`config.mk`:
```
export PLATFORM = sky130hd
export DESIGN_NAME = stream_mux_n
export DESIGN_NICKNAME = d
export VERILOG_FILES = /design/src/rtl/stream_mux_pkg.sv /design/src/rtl/stream_mux_n_rr_arbiter.sv /design/src/rtl/stream_mux_n.sv
export SDC_FILE = /design/constraint.sdc
export NUM_CORES = 1
export LEC_CHECK = 0
export CAP_MARGIN = 20
export CORE_MARGIN = 5
export CORE_UTILIZATION = 34
export DETAILED_ROUTE_END_ITERATION = 16
export PLACE_DENSITY = 0.7
export SLEW_MARGIN = 15
export SYNTH_ARGS = -nofsm -noshare
export SYNTH_HDL_FRONTEND = slang
export SYNTH_SLANG_ARGS = --single-unit
```
`constraint.sdc`:
```
create_clock -name i_clk -period 1.35 [get_ports i_clk]
set_input_delay 0.2025 -clock i_clk [delete_from_list [all_inputs] [get_ports i_clk]]
set_output_delay 0.2025 -clock i_clk [all_outputs]
set_load 0.03 [all_outputs]
```
`src/rtl/stream_mux_pkg.sv`:
```
// rtl/stream_mux_pkg.sv - shared constants, FSM encoding and width helper for stream_mux_n
// Purpose: mode encodings, output-stage state type and the clog2 helper used to size channel indices.
// Contents: MODE_FIXED / MODE_RR, state_t {ST_EMPTY, ST_FULL}, clog2() with a minimum result of 1.
package stream_mux_pkg;

   localparam logic MODE_FIXED = 1'b0;
   localparam logic MODE_RR    = 1'b1;

   typedef enum logic {
      ST_EMPTY = 1'b0,
      ST_FULL  = 1'b1
   } state_t;

   // Index width for v channels; never below 1 so a 1-channel build still has a port.
   function automatic int clog2(input int v);
      int r;
      r = 0;
      while ((1 << r) < v) r++;
      if (r < 1) r = 1;
      return r;
   endfunction

endpackage

```
`src/rtl/stream_mux_n_rr_arbiter.sv`:
```
// rtl/stream_mux_n_rr_arbiter.sv - combinational round-robin arbiter
// Purpose: pick the first requesting channel after ptr, wrapping from CH-1 back to 0.
// Ports:
//   req         in  CH     request vector
//   ptr         in  SEL_W  last granted channel
//   grant_valid out 1      some channel is requesting
//   grant       out SEL_W  granted channel index
module rr_arbiter
   import stream_mux_pkg::*;
#(
   parameter  int CH    = 4,
   localparam int SEL_W = clog2(CH)
) (
   input  logic [CH-1:0]    req,
   input  logic [SEL_W-1:0] ptr,
   output logic             grant_valid,
   output logic [SEL_W-1:0] grant
);

   // Two ascending passes: channels above ptr first, then the wrapped ones up to ptr.
   // The first hit in that order is the next channel in rotation.
   always_comb begin
      grant_valid = 1'b0;
      grant       = '0;
      for (int k = 0; k < CH; k++) begin
         if (!grant_valid && req[k] && (k > int'(ptr))) begin
            grant_valid = 1'b1;
            grant       = SEL_W'(k);
         end
      end
      for (int k = 0; k < CH; k++) begin
         if (!grant_valid && req[k] && (k <= int'(ptr))) begin
            grant_valid = 1'b1;
            grant       = SEL_W'(k);
         end
      end
   end

endmodule

```
`src/rtl/stream_mux_n.sv`:
```
// rtl/stream_mux_n.sv - N-channel valid/ready stream multiplexer with registered, channel-tagged output
// Purpose: select one of CH producer streams (fixed select or round-robin) into a one-word output register.
// Ports:
//   i_clk    in  1      clock, rising edge
//   i_rst    in  1      synchronous active-high reset
//   i_data   in  CH*n   channel k at [k*n +: n]
//   i_valid  in  CH     per-channel valid
//   o_ready  out CH     per-channel ready (combinational, one-hot or zero)
//   i_mode   in  1      0 fixed select, 1 round-robin
//   i_sel    in  SEL_W  channel used in fixed mode
//   o_Y      out n      registered data
//   o_ch     out SEL_W  source channel of o_Y
//   o_valid  out 1      output word valid
//   i_ready  in  1      consumer ready
module stream_mux_n
   import stream_mux_pkg::*;
#(
   parameter  int n     = 4,
   parameter  int CH    = 4,
   localparam int SEL_W = clog2(CH)
) (
   input  logic              i_clk,
   input  logic              i_rst,
   input  logic [CH*n-1:0]   i_data,
   input  logic [CH-1:0]     i_valid,
   output logic [CH-1:0]     o_ready,
   input  logic              i_mode,
   input  logic [SEL_W-1:0]  i_sel,
   output logic [n-1:0]      o_Y,
   output logic [SEL_W-1:0]  o_ch,
   output logic              o_valid,
   input  logic              i_ready
);

   state_t           state_q, state_d;
   logic [n-1:0]     y_q, y_d;
   logic [SEL_W-1:0] ch_q, ch_d;
   logic [SEL_W-1:0] ptr_q, ptr_d;
   logic [CH-1:0]    ready_vec;

   logic             rr_valid;
   logic [SEL_W-1:0] rr_grant;
   logic             fix_valid;
   logic             grant_valid;
   logic [SEL_W-1:0] grant;
   logic             load;

   rr_arbiter #(.CH(CH)) u_arb (
      .req         (i_valid),
      .ptr         (ptr_q),
      .grant_valid (rr_valid),
      .grant       (rr_grant)
   );

   // Out-of-range select yields no grant rather than aliasing onto another channel.
   assign fix_valid   = (int'(i_sel) < CH) && i_valid[i_sel];
   assign grant_valid = (i_mode == MODE_RR) ? rr_valid : fix_valid;
   assign grant       = (i_mode == MODE_RR) ? rr_grant : i_sel;

   // The register can take a new word when empty, or when the held one leaves this cycle.
   assign load = (state_q == ST_EMPTY) || i_ready;

   always_comb begin
      state_d   = state_q;
      y_d       = y_q;
      ch_d      = ch_q;
      ptr_d     = ptr_q;
      ready_vec = '0;
      if (load) begin
         if (grant_valid) begin
            state_d = ST_FULL;
            y_d     = i_data[int'(grant)*n +: n];
            ch_d    = grant;
            if (i_mode == MODE_RR) ptr_d = grant;
            for (int k = 0; k < CH; k++) ready_vec[k] = (int'(grant) == k);
         end else begin
            state_d = ST_EMPTY;
         end
      end
   end

   // No producer may see ready while the stage is being cleared.
   assign o_ready = i_rst ? '0 : ready_vec;

   always_ff @(posedge i_clk) begin
      if (i_rst) begin
         state_q <= ST_EMPTY;
         y_q     <= '0;
         ch_q    <= '0;
         ptr_q   <= SEL_W'(CH - 1);
      end else begin
         state_q <= state_d;
         y_q     <= y_d;
         ch_q    <= ch_d;
         ptr_q   <= ptr_d;
      end
   end

   assign o_Y     = y_q;
   assign o_ch    = ch_q;
   assign o_valid = (state_q == ST_FULL);

endmodule

```
Word level (Yosys, flattened, before mapping)

Index checks and enable logic that the tools add are counted.

Register bits: 9
Logic and storage cells: 60
Input bits: 26
Output and inout bits: 11

Shift-type cells: 1
Bitwise operators: 1
$lt $le $gt $ge: 7
Reduce and logical (&&, ||, !) cells: 22
Equality and inequality tests: 3
Mux-type cells: 22

Operator list:

| operator           | number |
|---|---|
| $shiftx 16x5->4    | 1 |
| $mux 2             | 7 |
| $logic_and 1x1->1  | 12 |
| $mux 4             | 3 |
| $mux 1             | 11 |
| $logic_not 1->1    | 6 |
| $eq 2x2->1 const B | 2 |
| $gt 2x2->1 const A | 2 |
| $le 2x2->1 const A | 2 |
| $lt 2x3->1 const B | 1 |
| $reduce_and 3->1   | 1 |
| $bmux 1 s2         | 1 |
| $eq 2x1->1 const B | 1 |
| $gt 1x2->1 const A | 1 |
| $le 1x2->1 const A | 1 |
| $logic_not 2->1    | 1 |
| $reduce_and 2->1   | 1 |
| $logic_or 1x1->1   | 1 |
| $not 1->1          | 1 |

Longest topological paths before layout

Gate-level depths: netlist of run 1.

Depth after elaboration: 31
Gate-level depth with buffers: 6
Depth with buffers taken out: 5

Modules after synthesis

A second synthesis of run 1 with hierarchy kept.

Cells, all modules: 75
Area, all modules: 700.7 um^2

By module, submodules not included:

| module       | sequential area each (um^2) | cells an instance | area an instance (um^2) | instances |
|---|---|---|---|---|
| stream_mux_n | 180.2                       | 61                | 614.3                   | 1 |
| rr_arbiter   | 0.0                         | 14                | 86.3                    | 1 |

Worst setup path before layout of run 1

Ideal clock, no wire load.

Path type: reg-to-output
Start: register state_q, in the netlist o_valid
End: output port o_ready[0]
Arrival time: 1.603 ns
Stages on the path, launching flop included: 6
Slack: -0.456 ns
Data required time: 1.148 ns
Buffers on the path: 1
Path through: dfxtp_1 nand2b_1 nor2b_1 clkbuf_1 nand2_1 nor2_1

Word-level cells in the longest chain between the ends: 4

RTL lines:

| element                  | line               | text |
|---|---|---|
| start: declaration       | stream_mux_n.sv:35 | `state_t state_q, state_d;` |
| start signal: assignment | stream_mux_n.sv:92 | `state_q <= state_d;` |
| $not 1->1                | stream_mux_n.sv:61 | `assign load = (state_q == ST_EMPTY) \|\| i_ready;` |
| $logic_or 1x1->1         | stream_mux_n.sv:61 |  |
| $mux 4                   | stream_mux_n.sv:69 | `if (load) begin` |
| $mux 4                   | stream_mux_n.sv:83 | `assign o_ready = i_rst ? '0 : ready_vec;` |
| end: declaration         | stream_mux_n.sv:26 | `output logic [CH-1:0] o_ready,` |

Every way passes these cells.

Final worst setup path of run 1

Start: register ptr_q[0]
End: output port o_ready[2]

Word-level cells in the longest chain between the ends: 31
Elaborated cells between the ends (all ways): 44
Classes of those cells: order compare (6); eq/ne (1); mux (19); reduce/logical (18)

RTL lines:

| element                         | line                          | text |
|---|---|---|
| start: declaration              | stream_mux_n.sv:38            | `logic [SEL_W-1:0] ptr_q, ptr_d;` |
| start signal: assignment        | stream_mux_n.sv:90            | `ptr_q <= SEL_W'(CH - 1);` |
| start signal: assignment        | stream_mux_n.sv:95            | `ptr_q <= ptr_d;` |
| $gt 1x2->1                      | stream_mux_n_rr_arbiter.sv:26 | `if (!grant_valid && req[k] && (k > int'(ptr))) begin` |
| $logic_and 1x1->1               | stream_mux_n_rr_arbiter.sv:26 |  |
| $mux 1                          | stream_mux_n_rr_arbiter.sv:26 |  |
| $logic_not 1->1                 | stream_mux_n_rr_arbiter.sv:26 |  |
| $logic_and 1x1->1 (2 in series) | stream_mux_n_rr_arbiter.sv:26 |  |
| $mux 1                          | stream_mux_n_rr_arbiter.sv:26 |  |
| $logic_not 1->1                 | stream_mux_n_rr_arbiter.sv:26 |  |
| $logic_and 1x1->1 (2 in series) | stream_mux_n_rr_arbiter.sv:26 |  |
| [12 not listed]                 | --                            |  |
| $logic_not 1->1                 | stream_mux_n_rr_arbiter.sv:32 | `if (!grant_valid && req[k] && (k <= int'(ptr))) begin` |
| $logic_and 1x1->1 (2 in series) | stream_mux_n_rr_arbiter.sv:32 |  |
| $mux 2                          | stream_mux_n_rr_arbiter.sv:32 |  |
| $mux 2                          | stream_mux_n.sv:58            | `assign grant = (i_mode == MODE_RR) ? rr_grant : i_sel;` |
| $eq 2x2->1                      | stream_mux_n.sv:75            | `for (int k = 0; k < CH; k++) ready_vec[k] = (int'(grant) == k);` |
| $mux 4 (*)                      | stream_mux_n.sv:70            | `if (grant_valid) begin` |
| $mux 4 (*)                      | stream_mux_n.sv:69            |  |
| $mux 4 (*)                      | stream_mux_n.sv:83            |  |

Every way passes the cells marked *; elsewhere a longest branch is shown, timed or not.

==> reports/results.txt, run 1 <==
grt total ovfl = 0
clock-pin slew on the worst setup and hold paths = 60 ps
Final Setup Violations = 11
Worst setup EP type = output pin
Fmax achieved = 566 MHz
syn_nets = 106
kind of critical path = reg2out
hold-critical path depth = 3
initial antenna violation count = 0
final hold violations = 0
HPWL after DPL = 1920 um
drt initial violations = 7
die width = 55.1 um
unrepaired setup endpoints after global routing = true
Hold Crit Start = i_valid[2]
Arr. time, crit path = 1560 ps
Starting Density = 0.356
#FFs+latches synth = 9
routability cong. = 0.863
Top FF cell, synth = dfxtp_1
Max-Cap Viols = 0
drt first pass iters = 4
Final min period = 1770 ps
setup TNS = -3230 ps
worst skew pair latency = 260 ps
post-synth top area cell = dfxtp_1
CP Cell Sequence = and2b_4 > o221ai_4 > o22ai_4 > nand2_4 > nor2_4 > buf_6
Min-Delay Path Class = in2reg
CP max-delay cell = dfxtp_2
Cell variety after synth = 31
I/O pin count = 37
Final Slew Violations = 0
global-route wire length before repair = 4230 um
delay-heaviest family, CP = simple AND/OR/NAND/NOR gates
Netlist Area Pre-Place = 691 sq um
Hold EP = o_valid
Std-Cell Rows = 16
Critical path buffers and inverters = 1
vias in the first global route = 985
Yosys top cell area share = 0.261
CP Launch Type = flop
Worst Reg-to-Reg Cells = 8
total CTS buffers = 3
leak pwr = 0.621 nW
worst flop-to-flop path endpoint = o_Y[2]
core box area = 1940 sq um
CP max stage delay = 330 ps
Total GRT Usage = 0.195
largest net degree at the start of global routing = 9
Avg Cell Area, Syn = 8.63 sq um
crit path max fanout = 3
total clock sinks = 9
port bufs = 36
Slew HR = 0.775
Worst-Margin Slew = 337 ps
Post-synth EDFFs = 0
NumNets Final = 171
post-synthesis sequential area ratio = 0.261
final wirelength = 2620 um
DRC = 0
VDD IR-drop max = 634 uV
Root Buffer = clkbuf_4
chip height = 55.1 um
FILL cells = 157
Final ANT Viol Nets = 0
Final Worst Setup Slack = -417 ps
RR Startpoint = ptr_q[0]
PD cells = 762 nW/um^2
Final period util = 1.31
Worst EP required = 1150 ps
pre-CTS setup slack = -779 ps
run status = finished, violations left
FFs w/ async S/R, synth = 0
CTS tree = done
Cells after Synth = 80
failing checks = negative setup slack
Final Skew = 3.55 ps
fin util = 0.756
ratio of cells with drive above 1 in the final layout = 0.472
R2R Setup Slk = -390 ps
most instantiated cells after synthesis = dfxtp_1, nand2_1, nor2_1
Vias per Instance = 5.25
top post-synthesis cells by area = dfxtp_1, mux2i_1, nand4b_1
die area = 3030 sq um
number of diodes = 0
average routed wire per standard cell = 15.3 um
clock buffer depth = 2
Yosys warning total = 0
vias = 897
area delta synth->final = 113%
htree depth = 1
# hold bufs at CTS = 0
-- worst max-delay path by stage --
stage          slack (ps)          to        from  depth (start not counted)
2_1_floorplan        -190  o_ready[1]    ptr_q[0]                          6
3_3_place_gp         -710  o_ready[1]  i_valid[1]                          7
3_5_place_dp         -780      o_Y[3]  i_valid[3]                          8
4_1_cts              -410  o_ready[1]    ptr_q[0]                          7
5_1_grt              -500  o_ready[2]    ptr_q[0]                          6
6_report             -420  o_ready[2]    ptr_q[0]                          6
-- state kept, by name, summed over array words and instances, names as in the netlist --
signal / flops
o_ch: 2
o_Y: 4
o_valid: 1
ptr_q: 2
-- routing by layer --
layer,vias up,routed length [um],global-route usage
met5,-,0,0
met4,0,0,0.0607
met3,0,194,0.0509
met2,38,1430,0.352
met1,417,1000,0.221
li1,442,-,-
-- layout by cell type, fill, tap and decap left out, drive strengths merged, types with 4 or more instances in the layout --
master	Yosys	layout
nand4	4	4
dlygate4sd2	0	10
nor2	9	9
buf	1	31
o2111ai	4	4
mux2i	8	8
dfxtp	9	9
clkdlybuf4s50	0	18
clkbuf	1	5
nand2	9	9
nand4b	4	4
nand2b	4	4
-- area by class of cell --
| cell class | count | area [sq um] | share of cell area |
|---|---|---|---|
| well taps | 27 | 33.8 | 0.0230 |
| clock buffers | 4 | 26.3 | 0.0179 |
| flip-flops and latches | 9 | 184 | 0.125 |
| inverters | 2 | 10.0 | 0.00681 |
| multi-input cells | 67 | 643 | 0.438 |
| repair buffers | 62 | 572 | 0.389 |
-- power breakdown --
group / internal, mW / switching, mW / total, mW
sequential: 0.300 / 0.0200 / 0.320
clock: 0.114 / 0.0925 / 0.206
combinational: 0.304 / 0.290 / 0.593
total: 0.717 / 0.402 / 1.12
-- metrics by stage --
stage | instance area (sq um) | std cells | power, mW | hold WS [ps]
5_1_grt | 1470 | 171 | 1.19 | 483
3_3_place_gp | 1270 | 161 | 0.819 | 474
3_5_place_dp | 1270 | 161 | 0.829 | 481
2_1_floorplan | 743 | 80 | 0.580 | 264
4_1_cts | 1380 | 169 | 1.06 | 486
6_report | 1470 | 171 | 1.12 | 427
-- cells by family after synthesis --
logic type	count (synthesis)	share of synthesized area
simple gates	36	0.279
buf+inv	4	0.0326
mux	8	0.116
flops	9	0.261
compound gates	23	0.312
-- tightest hold or removal path: stages --
cell and delay (ps):
clkbuf_2 180, o41ai_4 110, a31oi_1 150
-- repair_timing --
action                                  in CTS  in global routing
endpoints found under the hold margin        0                  0
setup buffers                                4                  2
pin swaps                                    8                  6
endpoints found under the setup margin      19                 11
resized for setup                           35                 18
gates cloned                                 0                  0
(Power assumes the default switching activity.)
==> run 2: changes to the inputs <==
CTS_CLUSTER_SIZE = 8   (was unset)
PLACE_DENSITY = 0.75   (was 0.7)
SLEW_MARGIN = unset   (was 15)
==> run 2 against run 1 <==
  * The run still ends with negative setup slack left
  * Non-clock buffer count is 3 higher
  * Clock skew down 2.0 ps
  * Register-to-register slack gained 80 ps
  * Wire length is 8.4% lower
  * Power shrank 2.7%
  * Hold slack got worse by 2.8 ps
  * Highest routed layer is now met4
==> reports/results.txt, run 2 (synthesis gave the netlist of run 1 again) <==
Total GRT Usage = 0.181 (-0.0137)
total CTS buffers = 3 (unchanged)
# hold bufs at CTS = 0 (unchanged)
kind of critical path = reg2out
initial antenna violation count = 0 (unchanged)
Final min period = 1730 ps (-34.6 ps)
Fmax achieved = 577 MHz (+2.0%)
Root Buffer = clkbuf_4
Layout Cells excl Fill = 174 (+1.8%)
CTS tree = done
Starting Density = 0.356 (unchanged)
PD cells = 747 nW/um^2 (-2.0%)
global-route wire length before repair = 4070 um (-3.7%)
core box area = 1940 sq um (unchanged)
hold_ws = 424 ps (-2.79 ps)
setup TNS = -3010 ps (+220 ps)
NumNets Final = 174 (+1.8%)
I/O pin count = 37 (unchanged)
vias = 905 (+0.89%)
worst flop-to-flop path endpoint = o_Y[0]
failing checks = negative setup slack
Slew HR = 0.793 (+0.0174)
final hold violations = 0 (unchanged)
Vias per Instance = 5.20 (-0.85%)
Worst EP required = 1150 ps (about the same)
Final period util = 1.28 (-0.0256)
Max-Cap Viols = 0 (unchanged)
Final ANT Viol Nets = 0 (unchanged)
hold-critical path depth = 3 (unchanged)
most frequent cells in the layout = buf_4, clkdlybuf4s50_1, dlygate4sd2_1, nand2_1, dfxtp_1
Worst-Margin Slew = 312 ps (-24.9 ps)
port bufs = 36 (unchanged)
number of diodes = 0 (unchanged)
Worst setup EP type = output pin
Std-Cell Rows = 16 (unchanged)
drt initial violations = 13 (+6)
area delta synth->final = 111%
unrepaired setup endpoints after global routing = true
cell total after placement = 162 (+0.62%)
die width = 55.1 um (unchanged)
run status = finished, violations left
total clock sinks = 9 (unchanged)
leak pwr = 0.617 nW (-0.54%)
fin util = 0.751 (-0.00580)
clock-pin slew on the worst setup and hold paths = 60 ps (about the same)
die area = 3030 sq um (unchanged)
clock buffer depth = 2 (unchanged)
vias in the first global route = 1004 (+1.9%)
average routed wire per standard cell = 13.8 um (-10%)
commonest non-fill, non-tap cell in the layout = buf_4
largest net degree at the start of global routing = 9 (unchanged)
RR Startpoint = ptr_q[0]
Final Worst Setup Slack = -382 ps (+34.6 ps)
DRC = 0 (unchanged)
chip height = 55.1 um (unchanged)
Arr. time, crit path = 1530 ps (-30 ps)
HPWL after DPL = 1800 um (-6.2%)
Hold Crit Start = i_valid[2]
Min-Delay Path Class = in2reg
R2R Setup Slk = -310 ps (+80 ps)
crit path max fanout = 7 (+4)
drt first pass iters = 4 (unchanged)
ratio of cells with drive above 1 in the final layout = 0.449 (-0.0232)
Hold EP = o_valid
CP Launch Type = flop
Largest register FFs = 4 (unchanged)
worst skew pair latency = 250 ps (about the same)
crit path launch = ptr_q[0]
htree depth = 1 (unchanged)
VDD IR-drop max = 544 uV (-14%)
grt total ovfl = 0 (unchanged)
final wirelength = 2400 um (-8.4%)
Final Setup Violations = 11 (unchanged)
Final Slew Violations = 0 (unchanged)
Worst Reg-to-Reg Cells = 7 (-1)
Final Skew = 1.53 ps (-2.02 ps)
routability cong. = 0.836 (-3.2%)
Tot Pwr = 1.09 mW (-2.7%)
[run 2: cell types whose count changed in the layout (fill, tap and decap cells not counted), sizes merged]
cell,delta
dlygate4sd2,+1
buf,+2
[run 2: what timing repair did]
item | CTS | global route
gates resized for setup | 38 | 8
pin swaps | 9 | 7
buffers inserted | 7 | 4
setup endpoints to repair | 19 | 11
[run 2: report_power, final]
part | leakage (nW) | switching, mW | internal (mW)
registers | 0.0747 | 0.0196 | 0.299
clock network | 0.0150 | 0.0830 | 0.113
logic | 0.528 | 0.277 | 0.297
[run 2: how the worst max path moves through the flow]
stage                      end  slack (ps)  cells after the start
finish              o_ready[3]        -380                      7
global route        o_ready[0]        -450                      6
CTS                 o_ready[3]        -390                      7
detailed placement      o_Y[3]        -780                      8
global placement    o_ready[1]        -710                      7
floorplan           o_ready[1]        -190                      6
[run 2: final cells by class]
cell class / instances / area, sq um
clock buffer: 4 / 26.3
fill: 155 / 484
inverter: 2 / 15.0
multi-input combinational: 67 / 613
sequential: 9 / 186
tap: 27 / 33.8
timing repair buffer: 65 / 583
[run 2: stage by stage]
step	cell area [sq um]	setup slack (ps)
after global placement	1280	-705
after floorplan	743	-189
after detailed placement	1280	-779
after CTS	1430	-390
final	1460	-382
after global routing	1460	-451
[run 2: metal layers]
metal,track usage,vias to the layer above,routed length [um]
met5,0,-,0
met1,0.198,414,921
met2,0.354,38,1290
met4,0.0445,0,9
li1,-,451,-
met3,0.0322,2,185
[run 2: worst max-delay path: stages, from the launching register on]
cell	delay, ps
dfxtp_2	320
and2b_4	270
o21ai_4	70
a41oi_4	190
buf_12	160
inv_8	40
nor2_4	90
buf_6	130
==> run 3: changes to the inputs <==
CORE_UTILIZATION = 35   (was 34)
DONT_BUFFER_PORTS = 1   (was unset)
PLACE_DENSITY = 0.52   (was 0.75)
SYNTH_HIERARCHICAL = 1   (was unset)
==> run 3 against run 2 <==
  * The flow still finishes with violations (negative setup slack)
  * Design area fell by 20%
  * Die area fell by 1.2%
  * Synthesized area rose by 1.4%
  * Utilization fell by 15 points
  * Sequential share of layout area rose by 3.2 points
  * Sequential power barely moved
  * First-iteration DRC count fell by 62%
  * Critical endpoint is now o_ready[0]
  * Largest power group unchanged
==> reports/results.txt, run 3 <==
Final min period = 1900 ps (+165 ps)
worst skew pair latency = 260 ps (about the same)
M1 GR Usage = 0.170 (-0.0273)
Worst setup EP type = output pin
fin util = 0.597 (-0.153)
Yosys top cell area share = 0.257 (-0.00373)
area delta synth->final = 65.5%
PD cells = 894 nW/um^2 (+20%)
crit path max fanout = 6 (-1)
Fmax achieved = 527 MHz (-8.7%)
Final Slew Violations = 0 (unchanged)
Final Skew = 6.51 ps (+4.98 ps)
grt total ovfl = 0 (unchanged)
unrepaired setup endpoints after global routing = true
VDD IR-drop max = 522 uV (-4.0%)
clock-pin slew on the worst setup and hold paths = 60 ps (about the same)
total CTS buffers = 3 (unchanged)
largest net degree at the start of global routing = 10 (+1)
RR Startpoint = ptr_q[1]
drt initial violations = 5 (-8)
Seq. cell area = 185 sq um (-0.67%)
Tot Pwr = 1.04 mW (-4.7%)
Cell variety after synth = 25 (-19%)
design area = 1160 sq um (-20%)
routability cong. = 0.731 (-13%)
post-synth top area cell = dfxtp_1
CP Cell Sequence = buf_6 > a31oi_4 > a21oi_4 > mux2_4 > nor3_4 > buf_12
Largest register FFs = 4 (unchanged)
CTS tree = done
average routed wire per standard cell = 15.3 um (+11%)
I/O pin count = 37 (unchanged)
Final ANT Viol Nets = 0 (unchanged)
port bufs = 0 (-100%)
NumNets Final = 129 (-26%)
Final period util = 1.40 (+0.122)
Worst-Margin Slew = 339 ps (+26.7 ps)
Std-Cell Rows = 16 (unchanged)
Max-Cap Viols = 0 (unchanged)
most instantiated cells after synthesis = mux2i_1, dfxtp_1, mux2_2
total clock sinks = 9 (unchanged)
Worst EP required = 1150 ps (about the same)
Netlist Area Pre-Place = 701 sq um (+1.4%)
CP max-delay cell = dfxtp_4
busiest grt layer = met2
Post-synth EDFFs = 0 (unchanged)
Worst Reg-to-Reg Cells = 8 (+1)
met2 usage = 0.262 (-0.0925)
syn_nets = 101 (-4.7%)
hold_ws = 44.9 ps (-379 ps)
Final Setup Violations = 12 (+1)
Top FF cell, synth = dfxtp_1
Cells after Synth = 75 (-6.3%)
area of the multi-input gates = 632 sq um (+3.1%)
Total GRT Usage = 0.151 (-0.0308)
#FFs+latches synth = 9 (unchanged)
Global Route met3 Usage = 0.0654 (+0.0332)
core box area = 1940 sq um (unchanged)
Avg Cell Area, Syn = 9.34 sq um (+8.2%)
Arr. time, crit path = 1690 ps (+160 ps)
Yosys warning total = 6 (+6)
commonest non-fill, non-tap cell in the layout = buf_4
placed instance area = 1000 sq um (-22%)
initial antenna violation count = 0 (unchanged)
Vias per Instance = 5.33 (+2.5%)
CP Launch Type = flop
vias = 688 (-24%)
worst flop-to-flop path endpoint = o_Y[2]
final hold violations = 0 (unchanged)
most frequent cells in the layout = buf_4, buf_6, mux2i_1, dfxtp_1, mux2_4
Slew HR = 0.769 (-0.0235)
DRC = 0 (unchanged)
number of diodes = 0 (unchanged)
leak pwr = 0.481 nW (-22%)
clock buffer depth = 2 (unchanged)
failing checks = negative setup slack
chip height = 54.7 um (-0.60%)
run status = finished, violations left
die area = 3000 sq um (-1.2%)
die width = 54.7 um (-0.60%)
global-route wire length before repair = 3140 um (-23%)
R2R Setup Slk = -430 ps (-120 ps)
HPWL after DPL = 1420 um (-21%)
setup TNS = -4380 ps (-1380 ps)
FFs w/ async S/R, synth = 0 (unchanged)
vias in the first global route = 683 (-32%)
drt first pass iters = 4 (unchanged)
post-synthesis sequential area ratio = 0.257 (-0.00373)
Final Worst Setup Slack = -546 ps (-165 ps)
ratio of cells with drive above 1 in the final layout = 0.569 (+0.120)
CP max stage delay = 370 ps (+50 ps)
cell with the most instances after synthesis = mux2i_1
crit path launch = ptr_q[1]
Root Buffer = clkbuf_4
Setup crit end = o_ready[0]
final wirelength = 1980 um (-18%)
FILL cells = 186 (+20%)
Min-Delay Path Class = in2reg
Starting Density = 0.361 (+0.00515)
htree depth = 1 (unchanged)
top post-synthesis cells by area = dfxtp_1, mux2i_1, mux2_2
kind of critical path = reg2out
run 3: cell families (layout without fill, tap and decap cells):
family,Yosys count,in the layout,synth area share
buffers and inverters,5,32,0.0482
multiplexers,20,20,0.339
flip-flops,9,9,0.257
AND/OR/NAND/NOR,21,21,0.175
AO/OA/AOI/OAI,20,20,0.180
run 3: worst min path at each step:
| stage | from | endpoint | cells past startpoint | slack, ps |
|---|---|---|---|---|
| after floorplan | i_ready | o_Y[0] | 3 | 490 |
| after global placement | i_rst | o_valid | 1 | 270 |
| after detailed placement | i_rst | o_valid | 1 | 270 |
| after CTS | i_rst | o_ch[1] | 1 | 0.1 |
| after global routing | i_rst | ptr_q[0] | 1 | 20 |
| final | i_rst | ptr_q[0] | 1 | 40 |
run 3: metal layers:
layer,up-vias,routed length [um],part of all wire
met3,2,134,0.068
li1,341,-,-
met2,22,1050,0.53
met5,-,0,0
met1,323,785,0.40
met4,0,11,0.0056
run 3: where the power goes:
| part | internal (mW) | total (mW) | switching [mW] |
|---|---|---|---|
| Sequential | 0.297 | 0.317 | 0.0193 |
| Combinational | 0.273 | 0.512 | 0.239 |
| Clock | 0.114 | 0.208 | 0.0944 |
| Total | 0.684 | 1.04 | 0.353 |
run 3: final cells by class:
class                      count  share of cell area
clock buffer                   4              0.0227
inverter                       1             0.00324
tap                           27              0.0291
sequential                     9               0.160
timing repair buffer          27               0.241
multi-input combinational     61               0.545
run 3: timing repair:
item | 4_1_cts | 5_1_grt
resized for setup | 16 | 6
pin swaps | 5 | 6
endpoints found under the hold margin | 2 | 1
endpoints found under the setup margin | 12 | 12
setup buffers | 9 | 0
hold buffers | 1 | 1
run 3: critical path: cells and delay by family (launching register included):
family          cells  cell delay, ps
compound gates      2             280
flops               1             370
simple gates        1             210
mux                 1             310
buf+inv             2             260
run 3: stage by stage:
step	instances	setup slack [ps]
global placement	117	-338
detailed placement	117	-343
finish	129	-546
floorplan	75	-293
global route	129	-610
CTS	129	-570
